==> src/rtl/fir4_rr_sched.sv <==
// fir4_rr_sched: round-robin scheduler sharing one 4-tap averaging FIR.
// Each channel keeps a 3-sample tap history; one channel is granted per
// cycle and its sum x+h0+h1+h2 is registered with the channel tag.
// Ports:
//   clk, rst_n         clock, async active-low reset
//   en                 global enable (0 = no grants)
//   in_valid/in_ready  per-channel handshake, in_ready is one-hot or 0
//   in_data            packed samples, ch i = in_data[i*W +: W]
//   clr_ch             per-channel history clear
//   out_valid/ready    output handshake
//   out_ch/sum/avg     channel tag, exact W+2 bit sum, floor(sum/4)
module fir4_rr_sched #(
    parameter int W   = 16,
    parameter int NCH = 4,
    localparam int CW = $clog2(NCH)
) (
    input  logic             clk,
    input  logic             rst_n,
    input  logic             en,
    input  logic [NCH-1:0]   in_valid,
    input  logic [NCH*W-1:0] in_data,
    output logic [NCH-1:0]   in_ready,
    input  logic [NCH-1:0]   clr_ch,
    output logic             out_valid,
    input  logic             out_ready,
    output logic [CW-1:0]    out_ch,
    output logic [W+1:0]     out_sum,
    output logic [W-1:0]     out_avg
);

    logic [W-1:0]   din [NCH];
    logic [W-1:0]   h0  [NCH];
    logic [W-1:0]   h1  [NCH];
    logic [W-1:0]   h2  [NCH];

    logic [CW-1:0]  rr_ptr;
    logic [CW-1:0]  gnt;
    logic [CW-1:0]  cand;
    logic           gnt_any;
    logic           slot_free;
    logic           accept;

    logic [W-1:0]   x;
    logic [W-1:0]   t0;
    logic [W-1:0]   t1;
    logic [W-1:0]   t2;
    logic [W+1:0]   sum_nxt;

    for (genvar i = 0; i < NCH; i++) begin : g_din
        assign din[i] = in_data[i*W +: W];
    end

    // Search starts just after the last granted channel.
    always_comb begin
        gnt     = '0;
        gnt_any = 1'b0;
        cand    = '0;
        for (int k = 1; k <= NCH; k++) begin
            cand = CW'((int'(rr_ptr) + k) % NCH);
            if (!gnt_any && in_valid[cand]) begin
                gnt     = cand;
                gnt_any = 1'b1;
            end
        end
    end

    assign slot_free = ~out_valid | out_ready;

    // Gated by rst_n so no handshake completes while reset is held.
    assign accept = rst_n & en & slot_free & gnt_any;

    always_comb begin
        in_ready = '0;
        if (accept) begin
            in_ready[gnt] = 1'b1;
        end
    end

    // A clear in the same cycle means the sample sees zero history.
    always_comb begin
        x  = din[gnt];
        t0 = clr_ch[gnt] ? '0 : h0[gnt];
        t1 = clr_ch[gnt] ? '0 : h1[gnt];
        t2 = clr_ch[gnt] ? '0 : h2[gnt];
        sum_nxt = {2'b00, x}  + {2'b00, t0}
                + {2'b00, t1} + {2'b00, t2};
    end

    always_ff @(posedge clk or negedge rst_n) begin
        if (!rst_n) begin
            for (int i = 0; i < NCH; i++) begin
                h0[i] <= '0;
                h1[i] <= '0;
                h2[i] <= '0;
            end
        end else begin
            for (int i = 0; i < NCH; i++) begin
                if (accept && gnt == CW'(i)) begin
                    h0[i] <= x;
                    h1[i] <= clr_ch[i] ? '0 : h0[i];
                    h2[i] <= clr_ch[i] ? '0 : h1[i];
                end else if (clr_ch[i]) begin
                    h0[i] <= '0;
                    h1[i] <= '0;
                    h2[i] <= '0;
                end
            end
        end
    end

    always_ff @(posedge clk or negedge rst_n) begin
        if (!rst_n) begin
            rr_ptr    <= CW'(NCH - 1);
            out_valid <= 1'b0;
            out_ch    <= '0;
            out_sum   <= '0;
        end else if (accept) begin
            rr_ptr    <= gnt;
            out_valid <= 1'b1;
            out_ch    <= gnt;
            out_sum   <= sum_nxt;
        end else if (out_ready) begin
            out_valid <= 1'b0;
        end
    end

    assign out_avg = out_sum[W+1:2];

endmodule

==> config.mk <==
export PLATFORM = sky130hd
export DESIGN_NAME = fir4_rr_sched
export DESIGN_NICKNAME = d
export VERILOG_FILES = /design/src/rtl/fir4_rr_sched.sv
export SDC_FILE = /design/constraint.sdc
export NUM_CORES = 1
export LEC_CHECK = 0
export CORE_MARGIN = 2
export CORE_UTILIZATION = 59
export DETAILED_ROUTE_END_ITERATION = 10
export PLACE_DENSITY = 0.81
export SYNTH_ARGS = -nofsm -noshare
export SYNTH_HDL_FRONTEND = slang
export SYNTH_SLANG_ARGS = --single-unit
==> constraint.sdc <==
create_clock -name clk -period 6.9 [get_ports clk]
set_input_delay 0.69 -clock clk [delete_from_list [all_inputs] [get_ports clk]]
set_output_delay 0.69 -clock clk [all_outputs]
set_load 0.005 [all_outputs]
Yosys cells after proc, flatten, opt, wreduce, memory -nomap -nowiden
Index checks and enable logic that the tools add are counted.
{"block": "word_totals", "mem_count": 0, "romBits": 0, "word_cells": 118, "register_bits": 215, "out_inout_bits": 41, "input_bits": 76, "ram_bits": 0, "latch_bits": 0}
{"block": "op_classes", "add_sub_neg": 7, "n_lt_le_gt_ge": 7, "mul": 0, "shifts": 0, "reduce_logical": 17, "n_mux": 62, "n_eq_ne": 3, "n_div": 0, "n_bitwise": 6}
{"operator": "16-bit 2-to-1 mux", "count": 35}
{"operator": "16-bit binary-select mux with 2-bit select", "count": 4}
{"operator": "17-bit by 16-bit adder with 18-bit output", "count": 1}
{"operator": "18-bit by 16-bit adder with 18-bit output", "count": 1}
{"operator": "16-bit by 16-bit adder with 17-bit output", "count": 1}
{"operator": "2-bit by 3-bit < comparator with 1-bit output, second input constant", "count": 5}
{"operator": "1-bit 2-to-1 mux", "count": 12}
{"operator": "1-bit binary-select mux with 2-bit select", "count": 5}
{"operator": "2-bit nonzero test", "count": 5}
{"operator": "1-bit logical AND", "count": 8}
{"operator": "2-bit 2-to-1 mux", "count": 4}
{"operator": "2-bit by 1-bit adder with 2-bit output, second input constant", "count": 2}
{"operator": "2-bit adder, second input constant", "count": 2}
{"operator": "2-bit == test, second input constant", "count": 2}
{"operator": "4-bit 2-to-1 mux", "count": 1}
{"operator": "1-bit AND", "count": 3}
{"operator": "3-bit >= comparator, second input constant", "count": 1}
{"operator": "1-bit zero test", "count": 3}
{"operator": "2-bit NOT with 3-bit output", "count": 1}
{"operator": "1-bit demux with 2-bit select", "count": 1}
{"operator": "2-bit by 1-bit == test with 1-bit output, second input constant", "count": 1}
{"operator": "2-bit by 1-bit >= comparator with 1-bit output, second input constant", "count": 1}
{"operator": "2-bit zero test", "count": 1}
{"operator": "1-bit NOT", "count": 1}
{"operator": "1-bit bitwise OR", "count": 1}

Longest topological paths before layout
Gate-level depths: netlist of run 1.
{"block": "logic_depth", "depth_word": 21, "depth_mapped": 19, "ltp_nobuf": 15}

Worst setup path before layout of run 1
No wires, ideal clock.
{"block": "synth_timing", "path_kind": "input port to flip-flop", "start": "in in_valid[3]", "end": "reg out_sum[11]", "stages": 16, "setup_ns": 0.147, "required_ns": 6.753, "setup_slack_ns": 2.011, "arrival_time_ns": 4.743, "path_cell_list": "and3b_1 o32ai_4 buf_4 buf_4 nand2_1 and3_1 a311oi_1 fa_1 fa_1 ha_1 fa_1 a211oi_1 nor3_1 o211ai_1 mux2i_1 o311ai_0"}
{"block": "synth_between", "elab_chain_len": 20, "elab_cells_between_ends": 44}
{"element": "start: declaration", "line_no": "20", "source": "input logic [NCH-1:0] in_valid,"}
{"element": "1-bit binary-select mux with 2-bit select", "line_no": "60", "source": "if (!gnt_any && in_valid[cand]) begin"}
{"element": "1-bit 2-to-1 mux (implied by the code)", "line_no": "60"}
{"element": "1-bit 2-to-1 mux", "line_no": "60"}
{"element": "1-bit zero test", "line_no": "60"}
{"element": "1-bit logical AND", "line_no": "60"}
{"element": "1-bit 2-to-1 mux", "line_no": "60"}
{"element": "1-bit zero test", "line_no": "60"}
{"element": "1-bit logical AND", "line_no": "60"}
{"element": "(+3 left out)"}
{"element": "2-bit 2-to-1 mux", "line_no": "60"}
{"element": "2-bit NOT with 3-bit output (implied by the code)"}
{"element": "16-bit binary-select mux with 2-bit select", "line_no": "82", "source": "t0 = clr_ch[gnt] ? '0 : h0[gnt];"}
{"element": "16-bit 2-to-1 mux (implied by the code) (2 in a row)", "line_no": "82"}
{"element": "16-bit 2-to-1 mux", "line_no": "82"}
{"element": "16-bit by 16-bit adder with 17-bit output", "line_no": "85", "source": "sum_nxt = {2'b00, x} + {2'b00, t0}"}
{"element": "17-bit by 16-bit adder with 18-bit output", "line_no": "86", "source": "+ {2'b00, t1} + {2'b00, t2};"}
{"element": "18-bit by 16-bit adder with 18-bit output", "line_no": "86"}
{"element": "end signal: assignment", "line_no": "121", "source": "out_sum <= sum_nxt;"}
{"element": "end: declaration", "line_no": "27", "source": "output logic [W+1:0] out_sum,"}
Parallel ways exist; a longest one is shown, timed or not. The select of a mux whose other input is x is not followed.
A chain may end at the register's enable or synchronous reset.

Worst setup path in the final report of run 1
{"block": "layout_timing", "start": "in in_valid[0]", "end": "reg out_sum[11]"}
The elaborated chain is that of the path after synthesis.

==> results of run 1 <==
## cells in the mapped netlist (3+ instances only)
library cell	count	share of area (%)
dfrtp_1	213	42
o21ai_0	103	4.0
o21ai_1	11	0.43
and3_1	52	2.5
buf_1	9	0.26
o21a_1	3	0.18
clkbuf_1	68	2.0
buf_2	41	1.6
inv_1	54	1.6
buf_4	23	1.3
xor2_1	4	0.27
a211oi_1	4	0.23
a31oi_1	15	0.73
nor2_1	11	0.32
nand3_1	148	5.8
mux2i_1	7	0.55
a21oi_1	146	5.7
ha_1	17	1.7
nand2b_1	34	1.7
nand4_1	4	0.20
buf_6	4	0.35
nor3_1	4	0.16
a21o_1	5	0.29
a311oi_1	34	2.3
o211ai_1	5	0.29
fa_1	32	5.0
nand3b_1	32	1.9
nand2_1	486	14
## worst paths after layout
kind	cells after the start	from	end	slack (ns)
min in group clk	2	out_sum[0]	out_sum[0]	0.48
max in group asynchronous	2	rst_n	h1[49]	5.39
worst max register to register	15	rr_ptr[1]	out_sum[11]	1.33
worst min-delay path	1	rst_n	out_valid	0.09
worst min register to register	2	out_sum[0]	out_sum[0]	0.48
worst max-delay path	16	in_valid[0]	out_sum[11]	1.01
## sequential cells by signal (all words and copies together) (netlist names)
register / cells
rr_ptr: 2
h2: 64
out_sum: 18
out_valid: 1
h1: 64
out_ch: 2
h0: 64
## routing by layer
layer / GRT usage (%) / wire (um)
met1: 49.5 / 15800
met3: 4.52 / 3850
met2: 53.0 / 17500
met4: 17.9 / 2270
met5: 0 / 0
## cell usage in the layout, fill, tap and decap left out, types with 32 or more instances in the layout
cell type / instances
nand2b_1: 34
nand3b_1: 32
dfrtp_1: 213
inv_1: 54
a21oi_1: 146
o21ai_0: 103
and3_1: 52
a311oi_1: 34
nand3_1: 148
nand2_1: 486
clkdlybuf4s50_1: 115
fa_1: 32
## final cells by class
class	count	area, um^2
Clock buffer	31	636
Inverter	56	210
Sequential cell	215	5380
Multi-Input combinational cell	1189	6570
Fill cell	1759	6540
Clock inverter	5	78.8
Timing Repair Buffer	138	1390
Tap cell	275	344
## power groups by stage
stage	registers (W)	logic, W	clock network, W
5_1_grt	0.00143	0.00250	0.00128
6_report	0.00142	0.00231	0.00122
3_5_place_dp	0.00144	0.00222	0
4_1_cts	0.00142	0.00224	0.00122
2_1_floorplan	0.00143	0.00146	0
3_3_place_gp	0.00144	0.00218	0
## per-stage QoR
stage          hold slack (ns)  setup WS, ns  power [W]  util [%]  cells
2_1_floorplan            0.394          2.01    0.00289         -   1605
3_3_place_gp             0.464         0.805    0.00361      65.7   1873
3_5_place_dp             0.466         0.617    0.00366      65.7   1873
4_1_cts                  0.108          1.10    0.00488      69.1   1909
5_1_grt                  0.120         0.633    0.00521      69.1   1909
6_report                0.0911          1.01    0.00495      69.1   1909
## kinds of logic after synthesis
logic type      after synthesis  share of synthesized area [%]
simple gates                781                           27.3
fa+ha+maj                    49                           6.66
flops                       215                           42.0
compound gates              344                           15.6
mux                           9                          0.742
buf+inv                     201                           7.20
xor+xnor                      6                          0.410
## worst max-delay path, delay by kind of cell
kind | cells | cell delay, ns
AOI/OAI and AO/OA | 6 | 1.97
adders and majority gates | 4 | 1.72
buffers and inverters | 2 | 1.11
muxes | 1 | 0.24
and+or+nand+nor | 3 | 0.50
==> summary.txt, run 1 <==
Run status
  – Status: complete, no violations

Clock tree
  – Root Driver: clkbuf_16
  – Clock Latency Late Sink: 0.52 ns
  – CTS tree: built
  – CTS H-tree depth: 1
  – Post-CTS Resized: 0
  – CTS Buf Count: 23
  – Sink Count: 215
  – # hold bufs at CTS: 0
  – Post-CTS setup buffers: 0
  – CTS max path bufs: 3
  – Clock transition at the registers of the reported paths: 0.06 ns

Global routing
  – Grt ovf: 0
  – Tot GR Track Use: 34.9%
  – Largest net degree at the start of global routing: 174
  – Antenna violations before repair: 0
  – Number of global-route vias before repair: 11288
  – First-pass GRT wire length: 61.4 mm

Critical path
  – Crit-path most repeated cell: fa_1
  – Critical path peak fanout: 106
  – Worst setup EP type: flip-flop
  – Largest stage delay, worst path: 0.70 ns
  – Slowest CP cell: clkdlybuf4s50_1
  – CP Cell Sequence: clkdlybuf4s50_1 > a21oi_1 > o32ai_4 > buf_12 > nand2_1 > and3_1 > a311oi_1 > fa_1 > fa_1 > ha_1 > fa_1 > a211oi_1 > nor3_1 > o211ai_1 > mux2i_1 > o311ai_0
  – Data required, critical path: 7.28 ns
  – Critical path arrival: 6.28 ns
  – Critical path class: input pin to flip-flop
  – Crit path launch type: input pin

STA
  – Slew Viols, Final: 0
  – TNS Setup: 0 ns
  – Worst slew pin tran: 1.25 ns
  – Final setup viols: 0
  – Period utilization: 85.4%
  – Minimum period implied by the final worst setup slack: 5.89 ns
  – Slew Limit Headroom: 16.3%
  – Fin. Hold Viols: 0
  – FMAX: 170 MHz
  – RSZ-0062 raised after global routing: no
  – Final setup skew: 0.00759 ns

Power
  – Worst vdd ir: 0.170 mV
  – Internal power: 0.00292 W
  – Switching Share: 41.0%
  – Clock group share of total power: 24.7%
  – P_leak: 6.20 nW
  – Flop pwr share: 28.7%
  – Net Switching: 0.00203 W
  – PD cells: 339 mW/mm^2
  – Comb pwr share: 46.6%

Die
  – FP Rows: 53
  – Die span in x: 151 um
  – Core Area: 0.0212 mm^2
  – DIE HEIGHT: 151 um
  – Die area: 0.0229 mm^2
  – IO Count: 117
  – Initial Util: 60.5%

Routing
  – DR pass1 iterations: 6
  – Drt drc: 0
  – DR vias/cell: 6.30
  – Final WL: 39.4 mm
  – Antenna-violating nets left: 0
  – Drt wl/cell: 20.7 um
  – Vias: 12033
  – Initial DRC count: 1675

Layout
  – Share of cells above drive strength 1: 4.35%
  – Final Instance Area: 0.0146 mm^2
  – Antenna diodes: 0
  – Layout area overhead: 14.1%
  – Nets: 1748

Logic synthesis
  – Async SR Flop Fraction: 100%
  – Post-synthesis sequential area ratio: 42.0%
  – Post-synth EDFFs: 0
  – Top FF cell, synth: dfrtp_1
  – Mapped Nets: 1730
  – Cell count after synthesis: 1605
  – Post-Syn Area: 0.0128 mm^2
  – Distinct cells, synth: 54
  – Seq cells post-synth: 215
  – Synth Area per Inst: 7.98 um^2
  – Syn. warnings: 0

Place
  – Gpl congestion: 0.935
  – Dpl cell area: 0.0139 mm^2
  – DP Wirelength: 25.7 mm
  – PortBufs: 116

Min path
  – HP Class: input pin to asynchronous set/reset pin

Job
  – # Max-Cap Violations: 0
No activity file was read; power rests on OpenSTA's default activity.
==> run 2: changes to the inputs <==
GPL_ROUTABILITY_DRIVEN = 0   (was default)
==> run 2 against run 1 <==
Net effect:
- via count up 0.78%
- clock power up 11%
- global-route usage up 0.10 points
- worst setup slack better by 0.0063 ns
- routed wire length up 0.15%
- first-iteration DRC count up 3.3%
- final cell count up 0.47%
- power up 2.1%
- non-clock buffer count up 3
- worst hold slack better by 0.16 ns
- clock skew up 0.0011 ns
- clock-buffer cell count up 2
- critical path type unchanged
==> summary.txt, run 2 (synthesis gave the netlist of run 1 again) <==
Global routing
  – Tot GR Track Use: 35.0% (+0.10 points)
  – First-pass GRT wire length: 61.5 mm (+0.25%)
  – Met1 Track Usage GR: 48.1% (-1.4 points)
  – Met2 Usage GRT: 52.3% (-0.75 points)
  – Number of global-route vias before repair: 11348 (+0.53%)
  – Busiest grt layer: met2
  – Largest net degree at the start of global routing: 134 (-23%)
  – GRT met3 Usage: 6.02% (+1.5 points)
  – Grt ovf: 0 (unchanged)
  – Antenna violations before repair: 0 (unchanged)

Clock tree
  – CTS Buf Count: 24 (+4.3%)
  – Root Driver: clkbuf_16
  – Clock Latency Late Sink: 0.52 ns (about the same)
  – CTS max path bufs: 3 (unchanged)
  – CTS H-tree depth: 1 (unchanged)
  – Sink Count: 215 (unchanged)
  – Clock transition at the registers of the reported paths: 0.06 ns (about the same)
  – Post-CTS Resized: 0 (unchanged)
  – # hold bufs at CTS: 0 (unchanged)
  – CTS tree: built
  – Post-CTS setup buffers: 0 (unchanged)

STA
  – Slew Viols, Final: 0 (unchanged)
  – TNS Setup: 0 ns (unchanged)
  – Slew Limit Headroom: 16.5% (+0.16 points)
  – Period utilization: 85.3% (-0.091 points)
  – Fin Hold WS: 0.255 ns (+0.164 ns)
  – Final setup viols: 0 (unchanged)
  – Minimum period implied by the final worst setup slack: 5.89 ns (-0.00625 ns)
  – Final setup skew: 0.00872 ns (+0.00113 ns)
  – Worst slew pin tran: 1.25 ns (-0.00238 ns)
  – FMAX: 170 MHz (+0.11%)
  – Fin. Hold Viols: 0 (unchanged)
  – RSZ-0062 raised after global routing: no

Die
  – DIE HEIGHT: 151 um (unchanged)
  – IO Count: 117 (unchanged)
  – FP Rows: 53 (unchanged)
  – Die span in x: 151 um (unchanged)
  – Die area: 0.0229 mm^2 (unchanged)
  – Core Area: 0.0212 mm^2 (unchanged)
  – Initial Util: 60.5% (unchanged)

Routing
  – Antenna-violating nets left: 0 (unchanged)
  – DR vias/cell: 6.32 (+0.31%)
  – DR pass1 iterations: 6 (unchanged)
  – Final WL: 39.5 mm (+0.15%)
  – Drt drc: 0 (unchanged)
  – Initial DRC count: 1730 (+3.3%)
  – Drt wl/cell: 20.6 um (-0.32%)
  – Vias: 12127 (+0.78%)

Critical path
  – Worst setup EP type: flip-flop
  – R2R Path End: out_sum[13]
  – Critical path arrival: 6.28 ns (about the same)
  – Data required, critical path: 7.30 ns (+0.02 ns)
  – CP startpoint: in_valid[0]
  – Crit path launch type: input pin
  – Worst R2R Path Depth: 14 (-1)
  – Critical path peak fanout: 68 (-36%)
  – FF-to-FF Start: rr_ptr[0]
  – Critical path class: input pin to flip-flop
  – R2R setup slack: 1.37 ns (+0.04 ns)

Place
  – DP Wirelength: 26.3 mm (+2.4%)
  – Dpl cell area: 0.0139 mm^2 (about the same)
  – Number of cells after detailed placement: 1876 (+0.16%)
  – PortBufs: 116 (unchanged)

Layout
  – Top flop regs: h0 (64), h1 (64), h2 (64)
  – Antenna diodes: 0 (unchanged)
  – Layout area overhead: 15.1%
  – Share of cells above drive strength 1: 5.05% (+0.71 points)
  – Final Instance Area: 0.0147 mm^2 (+0.84%)
  – Most frequent cells in the layout: 486 x nand2_1, 213 x dfrtp_1, 148 x nand3_1, 146 x a21oi_1, 115 x clkdlybuf4s50_1
  – Commonest non-fill, non-tap cell in the layout: nand2_1
  – Non-Filler Instances: 1918 (+0.47%)
  – Nets: 1752 (+0.23%)

Power
  – Tot Pwr: 0.00505 W (+2.1%)
  – PD cells: 343 mW/mm^2 (+1.3%)
  – P_leak: 6.27 nW (+1.2%)
  – Worst vdd ir: 0.197 mV (+16%)

Run status
  – Status: complete, no violations

Job
  – # Max-Cap Violations: 0 (unchanged)

Min path
  – HP Class: input pin to asynchronous set/reset pin
==> run 2: layer usage <==
| metal | up-vias | part of all wire, % | routed length [um] |
|---|---|---|---|
| li1 | 5465 | - | - |
| met4 | 0 | 7.1 | 2790 |
| met2 | 779 | 44 | 17300 |
| met1 | 5741 | 39 | 15300 |
| met5 | - | 0 | 0 |
| met3 | 142 | 10 | 4040 |
==> run 2: report_power, final <==
group | internal, W | total [W] | switching [W]
clock network | 0.000833 | 0.00136 | 0.000525
logic | 0.000855 | 0.00228 | 0.00142
registers | 0.00135 | 0.00142 | 0.0000699
==> run 2: worst max-delay path by stage <==
stage	to	slack (ns)
floorplan	out_sum[11]	2.01
global placement	out_sum[13]	0.80
detailed placement	out_sum[16]	0.63
CTS	out_sum[16]	1.14
global route	out_sum[13]	0.78
finish	out_sum[13]	1.01
==> run 2: area by class of cell <==
| type | instances | area [um^2] |
|---|---|---|
| Multi-Input combinational cell | 1189 | 6570 |
| Fill cell | 1698 | 6420 |
| Sequential cell | 215 | 5380 |
| Timing Repair Buffer | 141 | 1390 |
| Clock buffer | 33 | 716 |
| Tap cell | 275 | 344 |
| Inverter | 56 | 210 |
| Clock inverter | 9 | 124 |
==> run 2: per-stage QoR <==
stage / worst slack [ns] / utilization (%)
after floorplan: 2.01 / -
after global placement: 0.805 / 65.7
after detailed placement: 0.630 / 65.7
after CTS: 1.14 / 69.7
after global routing: 0.781 / 69.7
final: 1.01 / 69.7
==> run 2: critical path: stages <==
cell and delay (ns):
clkdlybuf4s50_1 0.59, a21oi_1 0.40, o32a_4 0.76, buf_4 0.42, nand2_1 0.10, a31oi_1 0.31, fa_1 0.50, fa_1 0.45
ha_1 0.25, fa_1 0.48, a211oi_1 0.44, nor3_1 0.20, o211ai_1 0.34, mux2i_1 0.22, nand2_1 0.06
==> run 3: changes to the inputs <==
--- a/constraint.sdc
+++ b/constraint.sdc
@@ -3,2 +3,2 @@
 set_output_delay 0.69 -clock clk [all_outputs]
-set_load 0.005 [all_outputs]
+set_load 0.02 [all_outputs]
==> run 3 against run 2 <==
Net effect:
- global-route usage decreased by 0.49 points
- final area decreased by 0.33%
- power rose by 1.1%
- clock power fell by 3%
- clock skew grew 0.0039 ns
- register-to-register slack gained 0.15 ns
- first-iteration DRC count down 0.35%
- critical path depth rose by 1
- worst setup slack better by 0.15 ns
- flip-flop and latch count did not move
- worst hold slack better by 0.0061 ns
==> summary.txt, run 3 (synthesis gave the netlist of run 1 again) <==
Run status
  – Status: complete, no violations

Min path
  – HP Class: input pin to asynchronous set/reset pin

Layout
  – Layout area overhead: 14.7%
  – Most frequent cells in the layout: 486 x nand2_1, 213 x dfrtp_1, 148 x nand3_1, 146 x a21oi_1, 115 x clkdlybuf4s50_1
  – Top flop regs: h0 (64), h1 (64), h2 (64)
  – Non-Filler Instances: 1918 (unchanged)
  – Nets: 1751 (-0.057%)
  – Share of cells above drive strength 1: 4.93% (-0.12 points)
  – Antenna diodes: 0 (unchanged)
  – Final core occ: 69.4% (-0.23 points)
  – Commonest non-fill, non-tap cell in the layout: nand2_1

STA
  – Final setup viols: 0 (unchanged)
  – Slew Limit Headroom: 18.4% (+1.9 points)
  – TNS Setup: 0 ns (unchanged)
  – Slew Viols, Final: 0 (unchanged)
  – RSZ-0062 raised after global routing: no
  – Worst slew pin tran: 1.22 ns (-0.0281 ns)
  – FMAX: 175 MHz (+2.7%)
  – Worst setup margin: 1.17 ns (+0.155 ns)
  – Minimum period implied by the final worst setup slack: 5.73 ns (-0.155 ns)
  – Final setup skew: 0.0126 ns (+0.00392 ns)
  – Period utilization: 83.1% (-2.2 points)
  – Fin. Hold Viols: 0 (unchanged)

Critical path
  – R2R Path End: out_sum[11]
  – Critical path class: input pin to flip-flop
  – CP Cell Sequence: clkdlybuf4s50_1 > a21oi_1 > o32ai_4 > buf_12 > nand2_1 > and3_1 > a311oi_1 > fa_1 > fa_1 > ha_1 > fa_1 > a211oi_1 > nor3_1 > o211ai_1 > mux2i_1 > o311ai_0
  – FF-to-FF Start: rr_ptr[1]
  – Worst R2R Path Depth: 15 (+1)
  – Crit-path most repeated cell: fa_1
  – Critical path arrival: 6.10 ns (-0.18 ns)
  – R2R setup slack: 1.52 ns (+0.15 ns)
  – Largest stage delay, worst path: 0.70 ns (-0.06 ns)
  – Crit path launch type: input pin
  – Data required, critical path: 7.27 ns (-0.03 ns)
  – Slowest CP cell: clkdlybuf4s50_1
  – Critical path peak fanout: 129 (+90%)
  – Delay-heaviest family, CP: compound AO/OA/AOI/OAI gates
  – CP startpoint: in_valid[0]
  – CP Buf/Inv Count: 2 (unchanged)
  – Worst setup EP type: flip-flop

Power
  – Worst vdd ir: 0.174 mV (-12%)
  – Tot Pwr: 0.00511 W (+1.1%)
  – PD cells: 348 mW/mm^2 (+1.4%)
  – P_leak: 6.24 nW (-0.45%)

Global routing
  – Tot GR Track Use: 34.6% (-0.49 points)
  – Largest net degree at the start of global routing: 130 (-3.0%)
  – First-pass GRT wire length: 60.9 mm (-1.0%)
  – Number of global-route vias before repair: 11046 (-2.7%)
  – Grt ovf: 0 (unchanged)
  – Antenna violations before repair: 0 (unchanged)

Die
  – IO Count: 117 (unchanged)
  – Die span in x: 151 um (unchanged)
  – Initial Util: 60.5% (unchanged)
  – Core Area: 0.0212 mm^2 (unchanged)
  – Die area: 0.0229 mm^2 (unchanged)
  – FP Rows: 53 (unchanged)
  – DIE HEIGHT: 151 um (unchanged)

Routing
  – Antenna-violating nets left: 0 (unchanged)
  – DR vias/cell: 6.28 (-0.66%)
  – DR pass1 iterations: 5 (-1)
  – Vias: 12047 (-0.66%)
  – Final WL: 38.9 mm (-1.5%)
  – Initial DRC count: 1724 (-0.35%)
  – Drt drc: 0 (unchanged)
  – Drt wl/cell: 20.3 um (-1.5%)

Clock tree
  – Clock transition at the registers of the reported paths: 0.05 ns (about the same)
  – Post-CTS setup buffers: 0 (unchanged)
  – Post-CTS Resized: 0 (unchanged)
  – CTS H-tree depth: 1 (unchanged)
  – Clock Latency Late Sink: 0.52 ns (about the same)
  – Root Driver: clkbuf_16
  – # hold bufs at CTS: 0 (unchanged)
  – CTS Buf Count: 24 (unchanged)
  – CTS max path bufs: 3 (unchanged)
  – CTS tree: built
  – Sink Count: 215 (unchanged)

Place
  – Number of cells after detailed placement: 1875 (-0.053%)
  – Post-place setup slack: 0.641 ns (+0.0114 ns)
  – PortBufs: 116 (unchanged)
  – DP Wirelength: 25.3 mm (-3.9%)

Job
  – # Max-Cap Violations: 0 (unchanged)
## run 3: changes by cell type in the layout (fill, tap and decap cells not counted)
cell,previous run,this run
clkbuf_1,2,4
clkinvlp_4,0,1
clkbuf_8,7,6
buf_12,3,2
bufinv_16,3,2
## run 3: routing by layer
layer / routed length [um] / up-vias / share of wire (%) / global-route usage [%]
li1: - / 5442 / - / -
met1: 15400 / 5768 / 40 / 49.5
met2: 17600 / 740 / 45 / 52.2
met3: 3930 / 97 / 10 / 4.94
met4: 1970 / 0 / 5.1 / 15.9
met5: 0 / - / 0 / 0
## run 3: layout make-up
cell class / instances / area, um^2
inverters: 56 / 210
fillers: 1692 / 6460
flip-flops and latches: 215 / 5380
clock inverters: 9 / 101
well taps: 275 / 344
clock buffers: 34 / 709
multi-input cells: 1189 / 6570
repair buffers: 140 / 1370
## run 3: where the power goes
group	internal, W	total [W]	switching [W]
clock	0.000789	0.00132	0.000527
combinational	0.000849	0.00238	0.00153
sequential	0.00135	0.00142	0.0000662
## run 3: worst max path at each step
| stage | slack (ns) | depth (start not counted) | end |
|---|---|---|---|
| after floorplan | 2.01 | 16 | out_sum[11] |
| after global placement | 0.76 | 16 | out_sum[11] |
| after detailed placement | 0.64 | 16 | out_sum[11] |
| after CTS | 1.18 | 16 | out_sum[11] |
| after global routing | 0.78 | 16 | out_sum[11] |
| final | 1.17 | 16 | out_sum[11] |
## run 3: worst register-to-register path: stages, from the launching register on
cell	delay, ns
dfstp_2	0.60
a21oi_1	0.15
o32ai_4	0.50
buf_12	0.50
nand2_1	0.14
and3_1	0.18
a311oi_1	0.36
fa_1	0.51
fa_1	0.44
ha_1	0.24
fa_1	0.48
a211oi_1	0.39
nor3_1	0.19
o211ai_1	0.23
mux2i_1	0.20
o311ai_0	0.12
## run 3: stage by stage
| stage | hold slack (ns) | cell area (um^2) |
|---|---|---|
| finish | 0.261 | 14700 |
| global placement | 0.458 | 13900 |
| global route | 0.346 | 14700 |
| detailed placement | 0.468 | 13900 |
| CTS | 0.307 | 14700 |
| floorplan | 0.394 | 12800 |
